## src/rtl/node_pack_upsize_pkg.sv

```systemverilog
// Shared defaults and helpers for the narrow-to-wide packing node.
package node_pkg;

  localparam int unsigned DEF_WIDTH = 32;
  localparam int unsigned DEF_RATIO = 4;

  // Lane counter width: enough to index RATIO lanes, never narrower than one bit.
  function automatic int unsigned cnt_w(input int unsigned ratio);
    int unsigned w;
    w = $clog2(ratio);
    return (w < 1) ? 1 : w;
  endfunction

endpackage

```

## src/rtl/node_pack_upsize_if.sv

```systemverilog
// Upstream narrow and downstream wide valid/ready signals of the packing node.
interface node_pack_upsize_if
  import node_pkg::*;
#(
  parameter int unsigned WIDTH = DEF_WIDTH,
  parameter int unsigned RATIO = DEF_RATIO
);

  logic [WIDTH-1:0]       data_in;
  logic                   up_last_in;
  logic                   up_valid_in;
  logic                   up_ready_out;
  logic [WIDTH*RATIO-1:0] data_out;
  logic [RATIO-1:0]       keep_out;
  logic                   last_out;
  logic                   dn_valid_out;
  logic                   dn_ready_in;

  // Packing node side.
  modport slave (
    input  data_in, up_last_in, up_valid_in, dn_ready_in,
    output up_ready_out, data_out, keep_out, last_out, dn_valid_out
  );

  // Environment side: drives narrow beats, consumes wide words.
  modport master (
    output data_in, up_last_in, up_valid_in, dn_ready_in,
    input  up_ready_out, data_out, keep_out, last_out, dn_valid_out
  );

endinterface

```

## src/rtl/node_pack_upsize_lane_acc.sv

```systemverilog
// Partial-word accumulator: lanes 0..RATIO-2, their keep bits and the lane counter.
module pack_lane_acc
  import node_pkg::*;
#(
  parameter int unsigned WIDTH = DEF_WIDTH,
  parameter int unsigned RATIO = DEF_RATIO,
  localparam int unsigned CNT_W = cnt_w(RATIO),
  localparam int unsigned ACC_W = WIDTH * (RATIO - 1)
) (
  input  logic             clk,
  input  logic             rst,
  input  logic             beat_fire,
  input  logic             beat_last,
  input  logic [WIDTH-1:0] beat_data,
  output logic [CNT_W-1:0] cnt,
  output logic [ACC_W-1:0] acc_data,
  output logic [RATIO-2:0] acc_keep,
  output logic             complete_c
);

  logic [CNT_W-1:0] cnt_d;
  logic [ACC_W-1:0] acc_data_d;
  logic [RATIO-2:0] acc_keep_d;

  // A beat closes the word when it fills the top lane or carries last.
  assign complete_c = (cnt == CNT_W'(RATIO - 1)) | beat_last;

  // Next-state: store a non-closing beat in lane cnt, or empty out on a closing beat.
  always_comb begin
    cnt_d      = cnt;
    acc_data_d = acc_data;
    acc_keep_d = acc_keep;
    if (beat_fire) begin
      if (complete_c) begin
        cnt_d      = '0;
        acc_data_d = '0;
        acc_keep_d = '0;
      end else begin
        for (int k = 0; k < int'(RATIO) - 1; k++) begin
          if (cnt == CNT_W'(k)) begin
            acc_data_d[k*WIDTH +: WIDTH] = beat_data;
            acc_keep_d[k]                = 1'b1;
          end
        end
        cnt_d = cnt + CNT_W'(1);
      end
    end
  end

  // Accumulator state register with synchronous reset.
  always_ff @(posedge clk) begin
    if (rst) begin
      cnt      <= '0;
      acc_data <= '0;
      acc_keep <= '0;
    end else begin
      cnt      <= cnt_d;
      acc_data <= acc_data_d;
      acc_keep <= acc_keep_d;
    end
  end

endmodule

```

## src/rtl/node_pack_upsize.sv

```systemverilog
// Valid/ready width upsizer: packs RATIO narrow beats (or fewer, on last) into one wide word.
module node_pack_upsize
  import node_pkg::*;
#(
  parameter int unsigned WIDTH = DEF_WIDTH,
  parameter int unsigned RATIO = DEF_RATIO
) (
  input logic               clk,
  input logic               rst,
  node_pack_upsize_if.slave bus
);

  localparam int unsigned CNT_W  = cnt_w(RATIO);
  localparam int unsigned WORD_W = WIDTH * RATIO;
  localparam int unsigned ACC_W  = WIDTH * (RATIO - 1);

  typedef logic [RATIO-1:0]  keep_t;
  typedef logic [WORD_W-1:0] word_t;

  logic             up_ready_c;
  logic             up_fire_c;
  logic             dn_fire_c;
  logic             complete_c;
  logic [CNT_W-1:0] cnt;
  logic [ACC_W-1:0] acc_data;
  logic [RATIO-2:0] acc_keep;

  word_t word_c;
  keep_t keep_c;

  word_t data_q, data_d;
  keep_t keep_q, keep_d;
  logic  last_q, last_d;
  logic  valid_q, valid_d;

  // Ready looks only at the output register and downstream ready, never at upstream valid.
  assign up_ready_c = ~rst & (~valid_q | bus.dn_ready_in);
  assign up_fire_c  = bus.up_valid_in & up_ready_c;
  assign dn_fire_c  = valid_q & bus.dn_ready_in;

  pack_lane_acc #(
    .WIDTH (WIDTH),
    .RATIO (RATIO)
  ) u_acc (
    .clk        (clk),
    .rst        (rst),
    .beat_fire  (up_fire_c),
    .beat_last  (bus.up_last_in),
    .beat_data  (bus.data_in),
    .cnt        (cnt),
    .acc_data   (acc_data),
    .acc_keep   (acc_keep),
    .complete_c (complete_c)
  );

  // Closing word: accumulated lanes (zero above cnt) with the incoming beat in lane cnt.
  always_comb begin
    word_c = WORD_W'(acc_data);
    keep_c = RATIO'(acc_keep);
    for (int k = 0; k < int'(RATIO); k++) begin
      if (cnt == CNT_W'(k)) begin
        word_c[k*WIDTH +: WIDTH] = bus.data_in;
        keep_c[k]                = 1'b1;
      end
    end
  end

  // Output register next-state: load a closed word, else drop valid once consumed.
  always_comb begin
    data_d  = data_q;
    keep_d  = keep_q;
    last_d  = last_q;
    valid_d = valid_q;
    if (up_fire_c && complete_c) begin
      data_d  = word_c;
      keep_d  = keep_c;
      last_d  = bus.up_last_in;
      valid_d = 1'b1;
    end else if (dn_fire_c) begin
      valid_d = 1'b0;
    end
  end

  // Output register with synchronous reset; discards any pending word.
  always_ff @(posedge clk) begin
    if (rst) begin
      data_q  <= '0;
      keep_q  <= '0;
      last_q  <= 1'b0;
      valid_q <= 1'b0;
    end else begin
      data_q  <= data_d;
      keep_q  <= keep_d;
      last_q  <= last_d;
      valid_q <= valid_d;
    end
  end

  assign bus.up_ready_out = up_ready_c;
  assign bus.data_out     = data_q;
  assign bus.keep_out     = keep_q;
  assign bus.last_out     = last_q;
  assign bus.dn_valid_out = valid_q;

endmodule

```

## src/flat_wrapper.sv

```systemverilog
// flat-port wrapper written by rule: the top's interface ports become plain ports
module node_pack_upsize_flat import node_pkg::*;
#(
  parameter int unsigned WIDTH = DEF_WIDTH,
  parameter int unsigned RATIO = DEF_RATIO
)
  (clk, rst, bus_data_in, bus_up_last_in, bus_up_valid_in, bus_dn_ready_in, bus_up_ready_out, bus_data_out, bus_keep_out, bus_last_out, bus_dn_valid_out);
  node_pack_upsize_if #(.WIDTH(WIDTH), .RATIO(RATIO)) bus_i ();
  input logic clk;
  input logic rst;
  input wire logic [$bits(bus_i.data_in)-1:0] bus_data_in;
  input wire logic [$bits(bus_i.up_last_in)-1:0] bus_up_last_in;
  input wire logic [$bits(bus_i.up_valid_in)-1:0] bus_up_valid_in;
  input wire logic [$bits(bus_i.dn_ready_in)-1:0] bus_dn_ready_in;
  output wire logic [$bits(bus_i.up_ready_out)-1:0] bus_up_ready_out;
  output wire logic [$bits(bus_i.data_out)-1:0] bus_data_out;
  output wire logic [$bits(bus_i.keep_out)-1:0] bus_keep_out;
  output wire logic [$bits(bus_i.last_out)-1:0] bus_last_out;
  output wire logic [$bits(bus_i.dn_valid_out)-1:0] bus_dn_valid_out;
  assign bus_i.data_in = bus_data_in;
  assign bus_i.up_last_in = bus_up_last_in;
  assign bus_i.up_valid_in = bus_up_valid_in;
  assign bus_i.dn_ready_in = bus_dn_ready_in;
  assign bus_up_ready_out = bus_i.up_ready_out;
  assign bus_data_out = bus_i.data_out;
  assign bus_keep_out = bus_i.keep_out;
  assign bus_last_out = bus_i.last_out;
  assign bus_dn_valid_out = bus_i.dn_valid_out;
  node_pack_upsize #(.WIDTH(WIDTH), .RATIO(RATIO)) u_core (.clk(clk), .rst(rst), .bus(bus_i));
endmodule
```

## config.mk

```make
export PLATFORM = sky130hd
export DESIGN_NAME = node_pack_upsize_flat
export DESIGN_NICKNAME = d
export VERILOG_FILES = /design/src/rtl/node_pack_upsize_pkg.sv /design/src/rtl/node_pack_upsize_if.sv /design/src/rtl/node_pack_upsize_lane_acc.sv /design/src/rtl/node_pack_upsize.sv /design/src/flat_wrapper.sv
export SDC_FILE = /design/constraint.sdc
export NUM_CORES = 1
export LEC_CHECK = 0
export CAP_MARGIN = 30
export CORE_UTILIZATION = 57
export DETAILED_ROUTE_END_ITERATION = 10
export PLACE_DENSITY = 0.85
export SYNTH_ARGS = -nofsm -noshare
export SYNTH_HDL_FRONTEND = slang
export SYNTH_HIERARCHICAL = 1
export SYNTH_SLANG_ARGS = --single-unit
```

## constraint.sdc

```tcl
create_clock -name clk -period 6.2 [get_ports clk]
set_input_delay 1.24 -clock clk [delete_from_list [all_inputs] [get_ports clk]]
set_output_delay 1.24 -clock clk [all_outputs]
set_load 0.01 [all_outputs]
```

---- Word-level counts from Yosys, hierarchy flattened ----
Index checks and enable logic that the tools add are counted.
operators by class
  $add $sub $neg .......................... 1
  equality and inequality tests ........... 3
  mux-type cells .......................... 13
  bitwise gates (word level) .............. 7
  reduce and logical (&&, ||, !) cells .... 3
operators by type and width
  cell                 count
  $mux 32              4
  $mux 96              1
  $mux 1               6
  $eq 2x2->1 const B   2
  $and 1x1->1          3
  $mux 3               1
  $add 2x1->2 const B  1
  $eq 2x1->1 const B   1
  $logic_not 2->1      1
  $mux 2               1
  $not 1->1            2
  $or 1x1->1           2
  $reduce_bool 2->1    1
  $logic_and 1x1->1    1
storage, ports and cells
  flip-flop bits (word level) ............. 235
  input port bits ......................... 37
  output and inout bits ................... 135
  logic and storage cells ................. 34

---- Logic depth before layout (Yosys ltp) ----
Gate-level depths: netlist (run 1).
  depth after elaboration ................. 6
  gate-level depth with buffers ........... 10
  gate-level depth less buffers ........... 5

---- By module ----
The synthesis (run 1) kept the hierarchy.
modules (own cells, without submodules)
  module            times used  cells an instance  area an instance (sq um)  sequential area each (sq um)
  node_pack_upsize  1           620                6263.5                    2682.6
  pack_lane_acc     1           272                3465.8                    2021.9

---- Least setup slack after synthesis (run 1) ----
Ideal clock, no wire load.
  path type ............................... input -> output
  start ................................... input port bus_dn_ready_in
  end ..................................... output port bus_up_ready_out
  data arrival time ....................... 2.077 ns
  data required time ...................... 4.960 ns
  slack ................................... 2.883 ns
  stages .................................. 4
  path buffers ............................ 2
  path through ............................ nand2b_1 buf_2 clkbuf_1 nor2b_1
on the way
  longest elaborated chain between the ends .. 2
RTL lines
  what         line                    RTL
  from (decl)  flat_wrapper.sv:14      input wire logic [$bits(bus_i.dn_ready_in)-1:0] bus_dn_ready_in;
  $or 1x1->1   node_pack_upsize.sv:37  assign up_ready_c = ~rst & (~valid_q | bus.dn_ready_in);
  $and 1x1->1  node_pack_upsize.sv:37
  to (decl)    flat_wrapper.sv:15      output wire logic [$bits(bus_i.up_ready_out)-1:0] bus_up_ready_out;
Every way passes these cells.

---- Worst setup path in the final report (run 1) ----
Same ends and word-level chain as after synthesis.

==> impl_metrics.toml, run 1 <==
[power_and_ir_drop]
p_leak_nw = 4.68
irDropWorstVdd_mv = 0.185
cellPowerDensity_mw_per_mm2 = 273
power_mw = 3.27

[die]
die_h_um = 133
coreArea_mm2 = 0.0166
pin_count = 172
initial_core_util_pct = 58.5
dieArea_mm2 = 0.0176
row_count = 47
dieWidth_um = 133

[detailed_routing]
drt_wl_total_um = 26200
ant_nets = 0
drtPass1Iterations = 5
wire_per_inst_um = 21.4
vias = 8009
vias_per_cell = 6.53
drtIter0Drc = 677
drc = 0

[sta]
finalSetupViolCount = 0
rsz0062_at_grt = "false"
period_share_pct = 69.4
worstMarginPinSlew_ns = 0.842
drv_slew = 0
fin_crit_ns = 4.30
finalHoldViolCount = 0
fin_setup_tns_ns = 0
fmax_mhz = 232
slew_headroom_pct = 43.9
timing.final.ws_setup_ns = 1.90
fin_worst_skew_ns = 0.00630

[flow_run]
cap_violations = 0

[synthesis]
synth-edff-count = 0
syn_avg_cell_area_um2 = 10.9
synth_top_family_by_area = "compound AO/OA/AOI/OAI gates"
synth-seq-cells = 235
yosys.area_share.xor_xnor_pct = 0
synth_top_area_share_pct = 48.4
ys_top_cells_by_area = "dfxtp_1 (48%), mux2i_1 (13%), a32o_1 (9.3%)"
netlist_area_mm2 = 0.00973
synth_compound_area_share_pct = 24.7
yosys.cell_types.count = 35
syn-num-nets = 933
synth_ff_type = "dfxtp_1"
seq_area_frac_synth_pct = 48.4
synth-simple-area-share_pct = 5.84
synthArstFlopShare_pct = 0
syn_inst = 892
synthAdderAreaFrac_pct = 0.514
synth.area.mux_share_pct = 13.5
synth_top_area_cell = "dfxtp_1"
yosysWarnings = 6

[critical_path]
crit_path_cell_trace = "clkdlybuf4s50_1, nand2b_4, nor2b_1, clkdlybuf4s50_1"
start_kind = "input port"
cp_max_fo = 61
worstSetupEndpointType = "output pin"
slowest_stage = "nand2b_4"
required_ns = 4.96
cp_top_family = "buffers and inverters"
path_class = "in2out"
critPathMostFrequentCell = "clkdlybuf4s50_1"
cp-startpoint = "bus_dn_ready_in"
r2r-start = "u_core/u_acc/cnt[0]"
slowest_delay_ns = 0.59
cp.arrival_ns = 3.06
worst-path-buf-inv = 2

[place]
pre_cts_slack_ns = 1.89
dpl.hpwl_um = 15200
io_buffers = 171
gp_congestion = 0.780

[min_path]
hp-class = "reg2reg"
worstHoldStart = "u_core/u_acc/acc_data[23]"

[layout]
final_common_cell = "dfxtp_1"
fillers = 1203
drive_gt1_share_pct = 7.46
syn2layout_area_growth_pct = 23.1
final_nets = 1035
multiInputGateArea_mm2 = 0.00436
regArea_mm2 = 0.00470
layout_common_cells = "dfxtp_1 (235), clkdlybuf4s50_1 (170), mux2i_1 (129)"

[run_status]
status = "finished, final reports clean"

[grt]
grt_pass1_wl_um = 42200
grt_pass1_vias = 7906
overflow = 0
antenna_found_initial = 1
gr-usage-all-layers_pct = 29.3
grt_max_degree = 77

[clock_network]
clock_latency_ns = 0.51
cts_htree_levels = 1
clkSinkCount = 235
clk_pin_slew_ns = 0.06
cts_tree = "yes"
holdBufCountCts = 0
cts_resized = 0
cts_buffers = 24
post_cts_buffers = 0
cts-root-buf = "clkbuf_16"
clock_path_buffers = 3
-- report_power, final --
part,switching [mW],internal (mW)
clock,0.564,0.776
combinational,0.198,0.153
sequential,0.0270,1.55
total,0.790,2.48
-- state kept, by name, summed over array words and instances (netlist names) --
name                     flops
u_core/bus.data_out        128
u_core/bus.dn_valid_out      1
u_core/bus.keep_out          4
u_core/bus.last_out          1
u_core/u_acc/acc_data       96
u_core/u_acc/acc_keep        3
u_core/u_acc/cnt             2
-- layout make-up --
class	count	share of cell area [%]
diodes	1	0.0209
clock buffers	34	5.84
clock inverters	4	0.188
inverters	5	0.167
multi-input cells	542	36.4
flip-flops and latches	235	39.3
well taps	220	2.30
repair buffers	186	15.8
-- worst register-to-register path, stage by stage (launching register included) --
cell,delay [ns]
dfxtp_1,0.56
ha_1,0.33
nor2_1,0.21
clkinv_2,0.10
buf_4,0.49
buf_12,0.34
and3_4,0.63
buf_16,0.33
a311oi_1,0.17
-- cell families after synthesis --
| family | Yosys count |
|---|---|
| AOI/OAI and AO/OA | 303 |
| adders and majority gates | 4 |
| buffers and inverters | 115 |
| DFF | 235 |
| muxes | 131 |
| and+or+nand+nor | 104 |
-- metal layers --
layer / GRT usage [%] / share of wire [%]
met5: 0 / 0
met4: 10.9 / 2.7
met3: 5.25 / 6.8
met2: 47.7 / 47
met1: 39.0 / 43
-- worst paths after layout --
check / end / slack [ns] / cells after the start
max: bus_up_ready_out / 1.90 / 4
min: u_core/u_acc/acc_data[23] / 0.46 / 2
max reg2reg: u_core/bus.keep_out[2] / 2.88 / 8
min reg2reg: u_core/u_acc/acc_data[23] / 0.46 / 2
-- synthesized netlist by cell type (2+ instances only) --
cell,n
dfxtp_1,235
mux2i_1,129
a31oi_1,99
a32o_1,90
a211oi_1,87
buf_2,50
nand2_1,38
nand2b_1,36
clkbuf_1,28
buf_6,21
a21oi_1,11
a211oi_2,10
buf_4,9
nand4_1,6
nor2_1,6
inv_1,5
ha_1,4
nor2b_1,4
a311oi_1,2
and2_1,2
and2_4,2
and2b_2,2
mux2_2,2
nand3_1,2
o31ai_1,2
-- stage by stage --
stage	hold WS (ns)	cell area (um^2)	util [%]	instances
2_1_floorplan	0.436	9730	-	892
3_3_place_gp	0.442	11200	67.1	1184
3_5_place_dp	0.447	11200	67.6	1188
4_1_cts	0.455	12000	71.9	1226
5_1_grt	0.474	12000	71.9	1227
6_report	0.458	12000	71.9	1227
Power figures use the tool's default switching activity.
==> run 2, diff against run 1 <==
--- a/config.mk
+++ b/config.mk
@@ -6,9 +6,9 @@
 export NUM_CORES = 1
 export LEC_CHECK = 0
 export CAP_MARGIN = 30
-export CORE_UTILIZATION = 57
+export CORE_UTILIZATION = 48
 export DETAILED_ROUTE_END_ITERATION = 10
-export PLACE_DENSITY = 0.85
+export PLACE_DENSITY = 0.77
 export SYNTH_ARGS = -nofsm -noshare
 export SYNTH_HDL_FRONTEND = slang
 export SYNTH_HIERARCHICAL = 1
==> constraint.sdc (replaced) <==
create_clock -name clk -period 3.6 [get_ports clk]
set_input_delay 0.72 -clock clk [delete_from_list [all_inputs] [get_ports clk]]
set_output_delay 0.72 -clock clk [all_outputs]
set_load 0.01 [all_outputs]
==> run 2 against run 1 <==
  * Clock skew up 0.015 ns
  * Core utilization down 9.7 points
  * Cell count up 5.1%
  * Critical path depth up 1
  * Combinational power up 74%
  * First-iteration DRC count down 18%
  * Global-route usage down 3.5 points
  * Largest cell class unchanged
  * Highest routed layer unchanged
==> impl_metrics.toml, run 2 (same netlist as run 1, synthesis figures left out) <==
[place]
gp_congestion = 0.792
dpl.hpwl_um = 15900
io_buffers = 171
pre_cts_slack_ns = 0.560
dp_cells = 1244

[die]
coreArea_mm2 = 0.0197
row_count = 51
die_h_um = 144
initial_core_util_pct = 49.5
pin_count = 172
dieWidth_um = 144
dieArea_mm2 = 0.0208

[clock_network]
holdBufCountCts = 0
clock_path_buffers = 3
clkSinkCount = 235
cts_htree_levels = 1
cts-root-buf = "clkbuf_16"
cts_tree = "yes"
clock_latency_ns = 0.52
cts_resized = 0
clk_pin_slew_ns = 0.06
post_cts_buffers = 0
cts_buffers = 25

[grt]
antenna_found_initial = 0
grt_pass1_wl_um = 42400
grt_pass1_vias = 7755
overflow = 0
grt_max_degree = 79
gr-usage-all-layers_pct = 25.8

[sta]
period_share_pct = 85.2
drv_slew = 0
fin_setup_tns_ns = 0
fin_crit_ns = 3.07
fin_worst_skew_ns = 0.0214
fmax_mhz = 326
finalHoldViolCount = 0
worstMarginPinSlew_ns = 0.899
slew_headroom_pct = 40.0
finalSetupViolCount = 0
timing.final.ws_setup_ns = 0.532
rsz0062_at_grt = "false"

[critical_path]
path_class = "in2out"
worstSetupEndpointType = "output pin"
slowest_delay_ns = 0.54
critPathMostFrequentCell = "clkdlybuf4s50_1"
crit_path_cell_trace = "clkdlybuf4s50_1, nand2b_4, buf_4, nor2b_1, clkdlybuf4s50_1"
rr_worst_depth = 5
cp_max_fo = 26
r2r-start = "u_core/u_acc/cnt[0]"
worst-path-buf-inv = 3
start_kind = "input port"
required_ns = 2.88
cp.arrival_ns = 2.35
r2r_setup_slack_ns = 1.28
slowest_stage = "clkdlybuf4s50_1"
cp_top_family = "buffers and inverters"
timing.rr.end = "u_core/u_acc/acc_data[73]"

[layout]
fillers = 1635
syn2layout_area_growth_pct = 25.8
final_common_cell = "dfxtp_1"
drive_gt1_share_pct = 9.27
n_antenna_cell = 0
layoutNonFillerInstCount = 1290
final_nets = 1047
largest_reg_flops = 128
layout_common_cells = "dfxtp_1 (235), clkdlybuf4s50_1 (170), mux2i_1 (129)"

[detailed_routing]
ant_nets = 0
vias = 7853
drt_wl_total_um = 26900
drtIter0Drc = 552
wire_per_inst_um = 20.9
vias_per_cell = 6.09
drtPass1Iterations = 5
drc = 0

[power_and_ir_drop]
cellPowerDensity_mw_per_mm2 = 497
p_leak_nw = 4.80
irDropWorstVdd_mv = 0.367

[run_status]
status = "finished, final reports clean"

[flow_run]
cap_violations = 0

[min_path]
worstHoldEndpoint = "u_core/u_acc/acc_data[11]"
hold_depth = 1
worstHoldStart = "u_core/u_acc/acc_data[11]"
hp-class = "reg2reg"
## run 2: cell types whose count changed in the layout (fill, tap and decap cells not counted)
cell	before	now
buf_4	11	25
bufinv_16	0	4
clkbuf_8	4	7
buf_12	3	2
buf_16	1	0
buf_8	1	0
clkbuf_1	5	4
clkinv_2	4	5
diode_2	1	0
inv_6	0	1
## run 2: cell type report
class / count / area [um^2] / share of cell area [%]
clock buffer: 36 / 737 / 6.02
tap: 265 / 332 / 2.71
inverter: 5 / 20.0 / 0.164
multi-input combinational: 542 / 4360 / 35.6
sequential: 235 / 4700 / 38.4
clock inverter: 10 / 156 / 1.28
timing repair buffer: 197 / 1930 / 15.8
## run 2: per-layer routing
metal / vias up / global-route usage, % / part of all wire [%]
met4: 0 / 6.98 / 1.3
met3: 27 / 5.13 / 6.4
met2: 240 / 42.4 / 48
met5: - / 0 / 0
met1: 3901 / 34.5 / 45
li1: 3685 / - / -
## run 2: where the power goes
part | internal (mW) | switching (mW)
clock | 1.71 | 1.05
sequential | 2.67 | 0.0424
combinational | 0.266 | 0.347
## run 2: metrics by stage
step	power (mW)	cell area, um^2	hold slack, ns	util, %
3_3_place_gp	3.37	11300	0.445	57.7
5_1_grt	6.28	12200	0.474	62.3
4_1_cts	6.12	12200	0.459	62.3
3_5_place_dp	3.38	11300	0.451	57.7
6_report	6.08	12200	0.464	62.3
2_1_floorplan	3.12	9730	0.436	-
## run 2: worst max-delay path by stage
stage	from	endpoint	cells after the start	slack (ns)
floorplan	bus_dn_ready_in	u_core/u_acc/acc_data[64]	9	1.21
global placement	bus_dn_ready_in	bus_up_ready_out	5	0.55
detailed placement	bus_dn_ready_in	bus_up_ready_out	5	0.56
CTS	bus_dn_ready_in	bus_up_ready_out	5	0.55
global route	bus_dn_ready_in	bus_up_ready_out	5	0.46
finish	bus_dn_ready_in	bus_up_ready_out	5	0.53
==> run 3, diff against run 2 <==
--- a/config.mk
+++ b/config.mk
@@ -6,6 +6,7 @@
 export NUM_CORES = 1
 export LEC_CHECK = 0
 export CAP_MARGIN = 30
+export CORE_ASPECT_RATIO = 0.8
 export CORE_UTILIZATION = 48
 export DETAILED_ROUTE_END_ITERATION = 10
 export PLACE_DENSITY = 0.77
==> constraint.sdc (replaced) <==
create_clock -name clk -period 3.6 [get_ports clk]
set_input_delay 0.72 -clock clk [delete_from_list [all_inputs] [get_ports clk]]
set_output_delay 0.72 -clock clk [all_outputs]
set_load 0.1 [all_outputs]
==> run 3 against run 2 <==
  * Register-to-register slack got worse by 0.23 ns
  * Sequential share of layout area increased by 0.094 points
  * Core utilization decreased by 0.79 points
  * Critical path depth decreased by 4
  * Combinational power increased by 63%
  * Wire length decreased by 0.62%
  * Clock-buffer cell count decreased by 7
==> impl_metrics.toml, run 3 (same netlist as run 1, synthesis figures left out) <==
[detailed_routing]
drt_wl_total_um = 26800
drtPass1Iterations = 8
vias_per_cell = 6.16
drtIter0Drc = 638
wire_per_inst_um = 20.9
drc = 0
ant_nets = 0
vias = 7902

[die]
die_h_um = 129
initial_core_util_pct = 49.0
dieWidth_um = 161
pin_count = 172
coreArea_mm2 = 0.0199
dieArea_mm2 = 0.0208
row_count = 46

[critical_path]
cp_max_fo = 2
worstSetupPathDepth = 1
r2r-start = "u_core/u_acc/cnt[0]"
path_class = "reg2out"
start_kind = "register"
slowest_stage = "clkdlybuf4s50_1"
cp_top_family = "buffers and inverters"
worstSetupEndpointType = "output pin"
crit_end = "bus_data_out[6]"
r2r_setup_slack_ns = 1.05
crit_path_cell_trace = "clkdlybuf4s50_1"
cp.arrival_ns = 2.09
timing.rr.end = "u_core/bus.data_out[114]"
cp-startpoint = "u_core/bus.data_out[6]"
required_ns = 2.88
rr_worst_depth = 7
slowest_delay_ns = 1.17
worst-path-buf-inv = 1

[power_and_ir_drop]
power_mw = 6.15
p_leak_nw = 4.78
cellPowerDensity_mw_per_mm2 = 504
irDropWorstVdd_mv = 0.273

[clock_network]
clock_latency_ns = 0.52
clkSinkCount = 235
cts_buffers = 23
holdBufCountCts = 0
cts_resized = 0
clock_path_buffers = 3
cts_tree = "yes"
clk_pin_slew_ns = 0.07
cts_htree_levels = 1
cts-root-buf = "clkbuf_16"
post_cts_buffers = 0

[layout]
drive_gt1_share_pct = 9.23
fillers = 1643
largest_reg_flops = 128
layout_common_cells = "dfxtp_1 (235), clkdlybuf4s50_1 (166), mux2i_1 (129)"
regArea_mm2 = 0.00470
syn2layout_area_growth_pct = 25.5
n_antenna_cell = 0
final_common_cell = "dfxtp_1"
multiInputGateArea_mm2 = 0.00436
final_nets = 1042

[grt]
gr-usage-all-layers_pct = 24.9
grt_max_degree = 95
antenna_found_initial = 0
grt_pass1_wl_um = 41600
grt_pass1_vias = 7435
overflow = 0

[sta]
period_share_pct = 77.9
slew_headroom_pct = 32.2
worstMarginPinSlew_ns = 1.01
rsz0062_at_grt = "false"
fin_crit_ns = 2.81
finalHoldViolCount = 0
finalSetupViolCount = 0
fin_setup_tns_ns = 0
drv_slew = 0
fmax_mhz = 357
fin_worst_skew_ns = 0.0231

[place]
gp_congestion = 0.831
dpl.hpwl_um = 16000
io_buffers = 171

[run_status]
status = "finished, final reports clean"

[flow_run]
cap_violations = 0

[min_path]
hp-class = "in2reg"
==> run 3: cell count changes in the layout (fill, tap and decap cells not counted), sizes merged <==
cell / before / now
clkbuf: 36 / 29
clkinv: 5 / 10
clkdlybuf4s50: 170 / 166
bufinv: 4 / 2
buf: 27 / 28
==> run 3: final cells by class <==
| class | instances | area share [%] |
|---|---|---|
| well taps | 264 | 2.70 |
| multi-input cells | 542 | 35.7 |
| clock inverters | 13 | 1.06 |
| clock buffers | 29 | 5.23 |
| flip-flops and latches | 235 | 38.5 |
| repair buffers | 194 | 16.6 |
| inverters | 5 | 0.164 |
==> run 3: per-stage QoR <==
step	instance area [um^2]	utilization [%]	hold WS, ns	setup WS [ns]	cells
floorplan	9730	-	0.436	0.100	892
global placement	11300	56.9	0.444	0.644	1234
detailed placement	11400	57.5	0.453	0.624	1239
CTS	12200	61.4	0.435	0.781	1281
global route	12200	61.5	0.438	0.752	1282
finish	12200	61.5	0.453	0.795	1282
==> run 3: routing by layer <==
metal | vias up | GRT usage, % | wire (um)
met5 | - | 0 | 0
met2 | 339 | 37.3 | 11600
met3 | 45 | 5.47 | 2280
li1 | 3678 | - | -
met1 | 3840 | 36.1 | 12300
met4 | 0 | 6.49 | 576
==> run 3: worst min path at each step <==
stage	from	depth (start not counted)	slack, ns	end
5_1_grt	rst	2	0.44	u_core/u_acc/acc_data[63]
3_5_place_dp	u_core/u_acc/acc_data[27]	1	0.45	u_core/u_acc/acc_data[27]
6_report	rst	2	0.45	u_core/u_acc/acc_data[63]
3_3_place_gp	u_core/u_acc/acc_data[31]	2	0.44	u_core/u_acc/acc_data[31]
4_1_cts	rst	2	0.44	u_core/u_acc/acc_data[63]
2_1_floorplan	u_core/u_acc/acc_data[23]	2	0.44	u_core/u_acc/acc_data[23]
==> run 3: where the power goes <==
part | leakage [nW] | switching (mW) | total, mW | internal [mW]
clock network | 0.383 | 1.02 | 2.43 | 1.41
registers | 1.91 | 0.0464 | 2.72 | 2.67
logic | 2.49 | 0.733 | 1.00 | 0.271
total | 4.78 | 1.80 | 6.15 | 4.35
